**src/rtl/pwm_capture.sv**
```systemverilog
// PWM receiver: measures high time and period of an asynchronous PWM line and recovers the duty code.
// Optional high-time/period tolerance check is enabled by defining PWM_CAPTURE_TOL_EN.
module pwm_capture #(
  parameter int CBITS = 11,
  parameter int TOL   = 4
) (
  input  logic             clk,
  input  logic             rst_n,
  input  logic             pwm_in,
  output logic             meas_valid,
  output logic [CBITS:0]   high_cnt,
  output logic [CBITS:0]   period_cnt,
  output logic [2:0]       duty_code,
  output logic             code_err,
  output logic             stuck,
  output logic             stuck_level
);

  localparam int W = CBITS + 1;

  typedef enum logic [1:0] {IDLE, HIGH, LOW} state_t;

  logic           s1_q, s2_q, s3_q;
  logic [W-1:0]   cnt_q, cnt_d;
  logic [W-1:0]   hi_lat_q, hi_lat_d;
  state_t         state_q, state_d;
  logic           meas_valid_q, meas_valid_d;
  logic [W-1:0]   high_cnt_q, high_cnt_d;
  logic [W-1:0]   period_cnt_q, period_cnt_d;
  logic [2:0]     duty_code_q, duty_code_d;
  logic           code_err_q, code_err_d;
  logic           stuck_q, stuck_d;
  logic           stuck_level_q, stuck_level_d;

  logic           rise, fall, cnt_sat;
  logic           err_calc;

  assign rise    = s2_q & ~s3_q;
  assign fall    = ~s2_q & s3_q;
  assign cnt_sat = &cnt_q;

`ifdef PWM_CAPTURE_TOL_EN
  logic [W-1:0] nominal;
  logic [W-1:0] dev;

  // Evaluated on the values about to be published, so the flag lands with them.
  always_comb begin
    nominal  = W'({hi_lat_q[CBITS-2:CBITS-4], 1'b1}) << (CBITS - 5);
    dev      = (hi_lat_q > nominal) ? (hi_lat_q - nominal) : (nominal - hi_lat_q);
    err_calc = (dev > W'(TOL)) || (cnt_q != (W'(1) << CBITS));
  end
`else
  assign err_calc = 1'b0;
`endif

  always_comb begin
    state_d       = state_q;
    meas_valid_d  = 1'b0;
    high_cnt_d    = high_cnt_q;
    period_cnt_d  = period_cnt_q;
    duty_code_d   = duty_code_q;
    code_err_d    = code_err_q;
    stuck_d       = stuck_q;
    stuck_level_d = stuck_level_q;

    cnt_d    = rise ? W'(1) : (cnt_sat ? cnt_q : cnt_q + W'(1));
    hi_lat_d = fall ? cnt_q : hi_lat_q;

    case (state_q)
      IDLE: begin
        if (rise) begin
          state_d = HIGH;
          stuck_d = 1'b0;
        end
      end
      HIGH: begin
        if (cnt_sat) begin
          state_d       = IDLE;
          stuck_d       = 1'b1;
          stuck_level_d = s2_q;
        end else if (fall) begin
          state_d = LOW;
        end
      end
      LOW: begin
        if (rise) begin
          state_d      = HIGH;
          meas_valid_d = 1'b1;
          period_cnt_d = cnt_q;
          high_cnt_d   = hi_lat_q;
          duty_code_d  = hi_lat_q[CBITS-2:CBITS-4];
          code_err_d   = err_calc;
        end else if (cnt_sat) begin
          state_d       = IDLE;
          stuck_d       = 1'b1;
          stuck_level_d = s2_q;
        end
      end
      default: state_d = IDLE;
    endcase
  end

  always_ff @(posedge clk or negedge rst_n) begin
    if (!rst_n) begin
      s1_q          <= 1'b0;
      s2_q          <= 1'b0;
      s3_q          <= 1'b0;
      cnt_q         <= '0;
      hi_lat_q      <= '0;
      state_q       <= IDLE;
      meas_valid_q  <= 1'b0;
      high_cnt_q    <= '0;
      period_cnt_q  <= '0;
      duty_code_q   <= '0;
      code_err_q    <= 1'b0;
      stuck_q       <= 1'b0;
      stuck_level_q <= 1'b0;
    end else begin
      s1_q          <= pwm_in;
      s2_q          <= s1_q;
      s3_q          <= s2_q;
      cnt_q         <= cnt_d;
      hi_lat_q      <= hi_lat_d;
      state_q       <= state_d;
      meas_valid_q  <= meas_valid_d;
      high_cnt_q    <= high_cnt_d;
      period_cnt_q  <= period_cnt_d;
      duty_code_q   <= duty_code_d;
      code_err_q    <= code_err_d;
      stuck_q       <= stuck_d;
      stuck_level_q <= stuck_level_d;
    end
  end

  assign meas_valid  = meas_valid_q;
  assign high_cnt    = high_cnt_q;
  assign period_cnt  = period_cnt_q;
  assign duty_code   = duty_code_q;
  assign code_err    = code_err_q;
  assign stuck       = stuck_q;
  assign stuck_level = stuck_level_q;

endmodule
```
**config.mk**
```make
export PLATFORM = sky130hd
export DESIGN_NAME = pwm_capture
export DESIGN_NICKNAME = d
export VERILOG_FILES = /design/src/rtl/pwm_capture.sv
export SDC_FILE = /design/constraint.sdc
export NUM_CORES = 1
export LEC_CHECK = 0
export CAP_MARGIN = 20
export CORE_ASPECT_RATIO = 1.4
export CORE_MARGIN = 2
export CORE_UTILIZATION = 35
export CTS_CLUSTER_DIAMETER = 100
export CTS_CLUSTER_SIZE = 10
export DETAILED_ROUTE_END_ITERATION = 12
export SLEW_MARGIN = 20
export SYNTH_ARGS = -nofsm -noshare
export SYNTH_HDL_FRONTEND = slang
export SYNTH_SLANG_ARGS = --single-unit
```
**constraint.sdc**
```tcl
create_clock -name clk -period 2.2 [get_ports clk]
set_clock_uncertainty 0.1 [all_clocks]
set_input_delay 0.44 -clock clk [delete_from_list [all_inputs] [get_ports clk]]
set_output_delay 0.44 -clock clk [all_outputs]
set_load 0.005 [all_outputs]
```
==> results of run 1 <==
## how the worst min path moves through the flow
stage,startpoint,to,slack (ns),cells past startpoint
after floorplan,rst_n,cnt_q[0],0.04,0
after CTS,rst_n,high_cnt[10],0.01,1
after detailed placement,s1_q,s2_q,0.24,0
final,rst_n,period_cnt[10],0.003,1
after global routing,rst_n,high_cnt[10],0.02,1
after global placement,s1_q,s2_q,0.23,0
## registers in the layout, summed over array words and instances, names as in the netlist
| name | cells |
|---|---|
| period_cnt | 12 |
| cnt_q | 12 |
| s3_q | 1 |
| meas_valid | 1 |
| s1_q | 1 |
| state_q | 2 |
| high_cnt | 12 |
| stuck_level | 1 |
| stuck | 1 |
| s2_q | 1 |
| hi_lat_q | 12 |
## area by class of cell
type	instances	area, um^2
Clock buffer	5	68.8
Clock inverter	1	30.0
Fill cell	663	3880
Inverter	3	11.3
Multi-Input combinational cell	111	945
Sequential cell	56	1400
Tap cell	95	119
Timing Repair Buffer	40	388
## synthesized netlist by cell type (2+ instances only)
cell,number
sky130_fd_sc_hd__a21oi_1,7
sky130_fd_sc_hd__buf_2,3
sky130_fd_sc_hd__nand2_1,8
sky130_fd_sc_hd__buf_1,2
sky130_fd_sc_hd__ha_1,6
sky130_fd_sc_hd__nand3_1,3
sky130_fd_sc_hd__a31oi_1,3
sky130_fd_sc_hd__dfrtp_1,56
sky130_fd_sc_hd__nor4_1,2
sky130_fd_sc_hd__xor2_1,3
sky130_fd_sc_hd__inv_1,3
sky130_fd_sc_hd__and4_1,2
sky130_fd_sc_hd__and3_1,2
sky130_fd_sc_hd__nor2b_1,2
sky130_fd_sc_hd__nor2_1,5
sky130_fd_sc_hd__o31ai_1,2
sky130_fd_sc_hd__or4_1,2
sky130_fd_sc_hd__nor3_1,3
sky130_fd_sc_hd__nand2b_1,2
sky130_fd_sc_hd__o21ai_0,4
sky130_fd_sc_hd__buf_4,5
sky130_fd_sc_hd__o311ai_0,2
sky130_fd_sc_hd__nand4_4,2
sky130_fd_sc_hd__or3_1,2
sky130_fd_sc_hd__mux2_2,36
## logic make-up after synthesis
kind of cell | synth area share
compound gates | 0.0759
xor+xnor | 0.0144
fa+ha+maj | 0.0308
buf+inv | 0.0405
flops | 0.574
mux | 0.170
other cells | 0.00154
simple gates | 0.0923
## power groups by stage
stage | Combinational [mW] | Clock (mW) | Sequential, mW
6_report | 0.574 | 0.631 | 1.30
5_1_grt | 0.650 | 0.698 | 1.32
4_1_cts | 0.579 | 0.657 | 1.30
3_5_place_dp | 0.571 | 0 | 1.32
3_3_place_gp | 0.565 | 0 | 1.32
2_1_floorplan | 0.322 | 0 | 1.30
## metal layers
metal,wire length (um),vias to the layer above,track usage
met2,2160,28,0.210
met5,0,-,0
met3,137,5,0.0283
li1,-,727,-
met1,1930,768,0.164
met4,68,0,0.0412
## metrics by stage
step	total power [mW]	cell area [um^2]	cells	setup WS, ns	hold WS [ns]
CTS	2.54	2960	311	0.181	0.0116
finish	2.50	2960	311	0.215	0.00307
detailed placement	1.89	2860	305	0.199	0.237
global placement	1.88	2860	305	0.267	0.233
global route	2.67	2960	311	0.0138	0.0174
floorplan	1.62	2440	184	0.241	0.0444
==> flow_results.xml, run 1 <==
<?xml version="1.0" encoding="UTF-8"?>
<metrics>
  <group name="setup_path">
    <metric name="worstReg2RegStart" unit="">cnt_q[0]</metric>
    <metric name="ff2ff_setup_slack" unit="ns">0.22</metric>
    <metric name="timing.critical_path.required" unit="ns">2.27</metric>
    <metric name="worstPathArrival" unit="ns">2.06</metric>
    <metric name="worst_path_most_repeated_cell" unit="">sky130_fd_sc_hd__buf_4</metric>
    <metric name="reg2reg_to" unit="">cnt_q[5]</metric>
    <metric name="crit_path_cell_trace" unit="">ha_1 -&gt; nand3_1 -&gt; buf_4 -&gt; o311ai_0 -&gt; buf_4 -&gt; xor2_1 -&gt; nor2_1</metric>
    <metric name="worst_path_max_delay_cell" unit="">sky130_fd_sc_hd__dfrtp_1</metric>
    <metric name="path_class" unit="">flip-flop to flip-flop</metric>
    <metric name="timing.critical_path.from" unit="">cnt_q[0]</metric>
    <metric name="timing.critical_path.buf_inv" unit="">2</metric>
    <metric name="setup.worst_path.end" unit="">cnt_q[5]</metric>
    <metric name="timing.critical_path.max_delay_family" unit="">flip-flops</metric>
    <metric name="critical_path.max_stage_delay" unit="ns">0.43</metric>
    <metric name="cp_num_cells" unit="">7</metric>
    <metric name="critical_path_peak_fanout" unit="">7</metric>
    <metric name="worst_setup_path_start_kind" unit="">flip-flop</metric>
    <metric name="r2r_cells" unit="">7</metric>
    <metric name="worstSetupEndpointType" unit="">flip-flop</metric>
  </group>
  <group name="placed_design">
    <metric name="global_placer_s_final_weighted_congestion" unit="">0.798</metric>
    <metric name="hpwl" unit="mm">3.02</metric>
    <metric name="numPortBuffers" unit="">32</metric>
  </group>
  <group name="timing">
    <metric name="rsz0062_at_grt" unit="">false</metric>
    <metric name="finalWorstPathRequiredPeriod" unit="ns">1.98</metric>
    <metric name="final_report_setup_violation_count" unit="">0</metric>
    <metric name="final_min_period_over_clock_period" unit="">0.902</metric>
    <metric name="hold_viol_final" unit="">0</metric>
    <metric name="tns" unit="ns">0</metric>
    <metric name="slew_headroom" unit="">0.567</metric>
    <metric name="maxSlewViolCount" unit="">0</metric>
    <metric name="tightestPinTransition" unit="ns">0.648</metric>
    <metric name="fmax" unit="MHz">504</metric>
  </group>
  <group name="grt">
    <metric name="groute.usage.overall" unit="">0.127</metric>
    <metric name="largest_net_degree_at_the_start_of_global_routing" unit="">36</metric>
    <metric name="grt_pass1_wl" unit="mm">7.49</metric>
    <metric name="vias_in_the_first_global_route" unit="">1543</metric>
    <metric name="overflow" unit="">0</metric>
    <metric name="grt_antenna_before_repair" unit="">0</metric>
  </group>
  <group name="synth">
    <metric name="syn-instance-count" unit="">184</metric>
    <metric name="synthArstFlopShare" unit="">1.00</metric>
    <metric name="yosys_warnings" unit="">0</metric>
    <metric name="distinct_cell_type_count_after_synthesis" unit="">42</metric>
    <metric name="synth.top_cells.by_area" unit="">sky130_fd_sc_hd__dfrtp_1 (57%), sky130_fd_sc_hd__mux2_2 (17%), sky130_fd_sc_hd__ha_1 (3.1%)</metric>
    <metric name="synth_area_per_cell" unit="um^2">13.3</metric>
    <metric name="synth_flop_cell" unit="">sky130_fd_sc_hd__dfrtp_1</metric>
    <metric name="postSynthNetCount" unit="">193</metric>
    <metric name="seq_area_frac_synth" unit="">0.574</metric>
    <metric name="synth.largest_area_cell" unit="">sky130_fd_sc_hd__dfrtp_1</metric>
    <metric name="synth_edf_count" unit="">0</metric>
    <metric name="synth.cell_area" unit="um^2">2440</metric>
    <metric name="netlist.area_leader.share" unit="">0.574</metric>
    <metric name="synthesis_stage_register_bit_count" unit="">56</metric>
  </group>
  <group name="routing">
    <metric name="detailroute.via_count" unit="">1528</metric>
    <metric name="wl_per_cell" unit="um">13.8</metric>
    <metric name="drtPass1Iterations" unit="">4</metric>
    <metric name="detail-route-antenna-nets" unit="">0</metric>
    <metric name="detail_route.drc_violations" unit="">0</metric>
    <metric name="wirelength" unit="mm">4.29</metric>
    <metric name="drt-vias-per-instance" unit="">4.91</metric>
    <metric name="initialDrtViolationCount" unit="">58</metric>
  </group>
  <group name="cells_and_area">
    <metric name="drive_above_1_share" unit="">0.255</metric>
    <metric name="most_used_cells_in_the_layout_excluding_fill_and_tap_cells" unit="">sky130_fd_sc_hd__dfrtp_1 (56), sky130_fd_sc_hd__mux2_2 (36), sky130_fd_sc_hd__clkdlybuf4s50_1 (31)</metric>
    <metric name="final_util" unit="">0.433</metric>
    <metric name="final_net_count" unit="">226</metric>
    <metric name="final_common_cell" unit="">sky130_fd_sc_hd__dfrtp_1</metric>
    <metric name="antenna-diode-count" unit="">0</metric>
    <metric name="layout_overhead_on_the_synthesized_area" unit="%">21.4</metric>
  </group>
  <group name="hold_path">
    <metric name="hold_class" unit="">input port to async pin</metric>
  </group>
  <group name="cts">
    <metric name="worst_skew_pair.late_latency" unit="ns">0.30</metric>
    <metric name="tritoncts.num_buffers" unit="">5</metric>
    <metric name="cell_at_the_root_of_the_clock_tree" unit="">sky130_fd_sc_hd__clkbuf_8</metric>
    <metric name="post_cts_buffers" unit="">0</metric>
    <metric name="max-clock-path-buffers" unit="">2</metric>
    <metric name="tritoncts" unit="">yes</metric>
    <metric name="clock_net_sink_count" unit="">56</metric>
    <metric name="htree_levels" unit="">2</metric>
    <metric name="postCtsResizedCells" unit="">0</metric>
    <metric name="cts.clk_slew.worst_paths" unit="ns">0.09</metric>
    <metric name="hold_buffers" unit="">0</metric>
  </group>
  <group name="pwr">
    <metric name="power_leakage" unit="nW">1.37</metric>
    <metric name="switching_power" unit="mW">0.668</metric>
    <metric name="combPwrFrac" unit="">0.230</metric>
    <metric name="ir_drop" unit="uV">420</metric>
    <metric name="power_per_cell_area" unit="nW/um^2">844</metric>
    <metric name="internal_power" unit="mW">1.83</metric>
    <metric name="power.sequential.fraction" unit="">0.518</metric>
    <metric name="power.share.clock" unit="">0.252</metric>
    <metric name="p_sw_frac" unit="">0.267</metric>
  </group>
  <group name="floorplan">
    <metric name="initial_utilization" unit="">0.356</metric>
    <metric name="floorplan_die_area" unit="um^2">7660</metric>
    <metric name="core_area" unit="um^2">6850</metric>
    <metric name="placementRows" unit="">36</metric>
    <metric name="pin_count" unit="">34</metric>
    <metric name="die_y" unit="um">103</metric>
    <metric name="dieWidth" unit="um">74.6</metric>
  </group>
  <group name="run">
    <metric name="maxCapViolCount" unit="">0</metric>
  </group>
  <group name="run_status">
    <metric name="outcome" unit="">finished clean</metric>
  </group>
</metrics>
Note: power is estimated with default switching activity, not from simulation.
==> inputs of run 2 (changes only) <==
CTS_CLUSTER_SIZE = 14   (was 10)
GPL_ROUTABILITY_DRIVEN = 0   (was not set)
TNS_END_PERCENT = 100   (was not set)
==> results of run 2 <==
Same layout as run 1: the final DEF is identical, and so are final timing and power.
==> inputs of run 3 (changes only) <==
CORE_UTILIZATION = 45   (was 35)
PLACE_DENSITY = 0.68   (was not set)
==> run 3 against run 2 <==
Compared with the run above:
- the run now ends with hold timing left
- routed wire length increased by 0.23%
- first-iteration DRC count decreased by 6.9%
- critical path depth decreased by 2
- register-to-register slack got worse by 0.02 ns
- core utilization increased by 13 points
- final cell count decreased by 9.0%
- fmax decreased by 0.89%
- clock-buffer cell count increased by 2
- total power decreased by 3.2%
- combinational power decreased by 3%
- cell area decreased by 1.5%
- critical endpoint is now state_q[1]
==> flow_results.xml, run 3 (same netlist as run 1, synthesis figures left out) <==
<?xml version="1.0" encoding="UTF-8"?>
<metrics>
  <group name="run_status">
    <metric name="outcome" unit="">finished with violations</metric>
    <metric name="violated_checks" unit="">hold timing</metric>
  </group>
  <group name="timing">
    <metric name="holdWs" unit="ns">-0.00390</metric>
    <metric name="hold_viol_final" unit="">8</metric>
    <metric name="finalWorstPathRequiredPeriod" unit="ns">2.00</metric>
    <metric name="timing.final.ws_setup" unit="ns">0.198</metric>
    <metric name="tns" unit="ns">0</metric>
    <metric name="final_min_period_over_clock_period" unit="">0.910</metric>
    <metric name="rsz0062_at_grt" unit="">false</metric>
    <metric name="tightestPinTransition" unit="ns">0.662</metric>
    <metric name="slew_headroom" unit="">0.558</metric>
    <metric name="fmax" unit="MHz">499</metric>
    <metric name="maxSlewViolCount" unit="">0</metric>
    <metric name="final_report_setup_violation_count" unit="">0</metric>
  </group>
  <group name="cts">
    <metric name="tritoncts.num_buffers" unit="">5</metric>
    <metric name="cell_at_the_root_of_the_clock_tree" unit="">sky130_fd_sc_hd__clkbuf_8</metric>
    <metric name="cts.clk_slew.worst_paths" unit="ns">0.09</metric>
    <metric name="hold_buffers" unit="">0</metric>
    <metric name="clock_net_sink_count" unit="">56</metric>
    <metric name="worst_skew_pair.late_latency" unit="ns">0.30</metric>
    <metric name="tritoncts" unit="">yes</metric>
    <metric name="htree_levels" unit="">2</metric>
    <metric name="max-clock-path-buffers" unit="">2</metric>
  </group>
  <group name="grt">
    <metric name="overflow" unit="">0</metric>
    <metric name="largest_net_degree_at_the_start_of_global_routing" unit="">25</metric>
    <metric name="grt_pass1_wl" unit="mm">7.47</metric>
    <metric name="vias_in_the_first_global_route" unit="">1576</metric>
    <metric name="groute.usage.overall" unit="">0.160</metric>
    <metric name="grt_antenna_before_repair" unit="">0</metric>
  </group>
  <group name="placed_design">
    <metric name="numPortBuffers" unit="">32</metric>
    <metric name="hpwl" unit="mm">3.19</metric>
    <metric name="dp_worst_setup_slack" unit="ns">0.166</metric>
  </group>
  <group name="pwr">
    <metric name="ir_drop" unit="uV">566</metric>
    <metric name="power.sequential.fraction" unit="">0.540</metric>
    <metric name="power_per_cell_area" unit="nW/um^2">829</metric>
    <metric name="total_power" unit="mW">2.42</metric>
    <metric name="power_leakage" unit="nW">1.36</metric>
    <metric name="combPwrFrac" unit="">0.229</metric>
    <metric name="switching_power" unit="mW">0.668</metric>
    <metric name="internal_power" unit="mW">1.75</metric>
    <metric name="p_sw_frac" unit="">0.276</metric>
    <metric name="power.share.clock" unit="">0.231</metric>
  </group>
  <group name="setup_path">
    <metric name="path_class" unit="">flip-flop to flip-flop</metric>
    <metric name="timing.critical_path.buf_inv" unit="">0</metric>
    <metric name="critical_path.max_stage_delay" unit="ns">0.46</metric>
    <metric name="critical_path_peak_fanout" unit="">8</metric>
    <metric name="timing.critical_path.max_delay_family" unit="">simple AND/OR/NAND/NOR gates</metric>
    <metric name="worst_path_max_delay_cell" unit="">sky130_fd_sc_hd__or3_4</metric>
    <metric name="timing.critical_path.required" unit="ns">2.33</metric>
    <metric name="worstSetupEndpointType" unit="">flip-flop</metric>
    <metric name="crit_path_cell_trace" unit="">ha_1 -&gt; nand3_1 -&gt; or3_4 -&gt; a211o_1 -&gt; a21oi_1</metric>
    <metric name="worstPathArrival" unit="ns">2.13</metric>
    <metric name="worst_setup_path_start_kind" unit="">flip-flop</metric>
  </group>
  <group name="run">
    <metric name="maxCapViolCount" unit="">0</metric>
  </group>
  <group name="cells_and_area">
    <metric name="drive_above_1_share" unit="">0.258</metric>
    <metric name="layout_overhead_on_the_synthesized_area" unit="%">19.6</metric>
    <metric name="antenna-diode-count" unit="">0</metric>
    <metric name="final_net_count" unit="">225</metric>
    <metric name="fill_cells" unit="">453</metric>
    <metric name="final_common_cell" unit="">sky130_fd_sc_hd__dfrtp_1</metric>
    <metric name="most_used_cells_in_the_layout_excluding_fill_and_tap_cells" unit="">sky130_fd_sc_hd__dfrtp_1 (56), sky130_fd_sc_hd__mux2_2 (36), sky130_fd_sc_hd__clkdlybuf4s50_1 (31)</metric>
  </group>
  <group name="hold_path">
    <metric name="hold_class" unit="">input port to async pin</metric>
  </group>
  <group name="routing">
    <metric name="detail_route.drc_violations" unit="">0</metric>
    <metric name="wl_per_cell" unit="um">15.2</metric>
    <metric name="drtPass1Iterations" unit="">4</metric>
    <metric name="detailroute.via_count" unit="">1548</metric>
    <metric name="initialDrtViolationCount" unit="">54</metric>
    <metric name="drt-vias-per-instance" unit="">5.47</metric>
    <metric name="wirelength" unit="mm">4.30</metric>
    <metric name="detail-route-antenna-nets" unit="">0</metric>
  </group>
  <group name="floorplan">
    <metric name="die_y" unit="um">91.1</metric>
    <metric name="dieWidth" unit="um">66.2</metric>
    <metric name="placementRows" unit="">31</metric>
    <metric name="core_area" unit="um^2">5200</metric>
    <metric name="initial_utilization" unit="">0.469</metric>
    <metric name="pin_count" unit="">34</metric>
    <metric name="floorplan_die_area" unit="um^2">6040</metric>
  </group>
</metrics>
==> run 3: cell count changes in the layout (fill, tap and decap cells not counted) <==
cell	before	now
sky130_fd_sc_hd__clkinvlp_4	0	1
sky130_fd_sc_hd__nor3_1	3	2
sky130_fd_sc_hd__buf_4	7	6
sky130_fd_sc_hd__clkbuf_8	5	6
sky130_fd_sc_hd__nor3_2	0	1
sky130_fd_sc_hd__bufinv_16	1	0
sky130_fd_sc_hd__clkbuf_1	0	1
==> run 3: power groups by stage <==
stage                     logic, mW  clock network (mW)  registers, mW
final                         0.555               0.559           1.31
after global routing          0.626               0.625           1.33
after CTS                     0.563               0.586           1.31
after detailed placement      0.559                   0           1.33
after global placement        0.537                   0           1.32
after floorplan               0.322                   0           1.30
==> run 3: layout make-up <==
class	count	area (um^2)	share of cell area
repair buffers	39	380	0.130
inverters	3	11.3	0.00386
clock inverters	1	7.51	0.00257
clock buffers	7	86.3	0.0296
well taps	66	82.6	0.0283
multi-input cells	111	950	0.325
flip-flops and latches	56	1400	0.480
==> run 3: per-layer routing <==
metal / track usage / vias to the layer above / routed length, um
li1: - / 722 / -
met1: 0.193 / 780 / 1780
met2: 0.270 / 41 / 2310
met3: 0.0409 / 5 / 158
met4: 0.0595 / 0 / 51
met5: 0 / - / 0
==> run 3: timing repair <==
item / CTS / global route
gates resized for setup: 0 / 2
setup buffers: 0 / 0
setup endpoints to repair: 0 / 2
==> run 3: per-stage QoR <==
step / area (um^2) / hold WS, ns / std cells / utilization
2_1_floorplan: 2440 / 0.0444 / 184 / -
3_3_place_gp: 2820 / 0.237 / 275 / 0.542
3_5_place_dp: 2820 / 0.242 / 275 / 0.542
4_1_cts: 2910 / 0.0134 / 283 / 0.560
5_1_grt: 2920 / 0.0150 / 283 / 0.562
6_report: 2920 / -0.00390 / 283 / 0.562
==> run 3: path summary, 6_finish.rpt <==
path                       cells past startpoint  slack, ns         end      from
setup / recovery                               5       0.20  state_q[1]  cnt_q[0]
hold / removal                                 1     -0.004  meas_valid     rst_n
setup reg to reg                               5       0.20  state_q[1]  cnt_q[0]
hold reg to reg                                0       0.26        s2_q      s1_q
max in group asynchronous                      2       1.46    cnt_q[4]     rst_n
min in group clk                               0       0.26        s2_q      s1_q
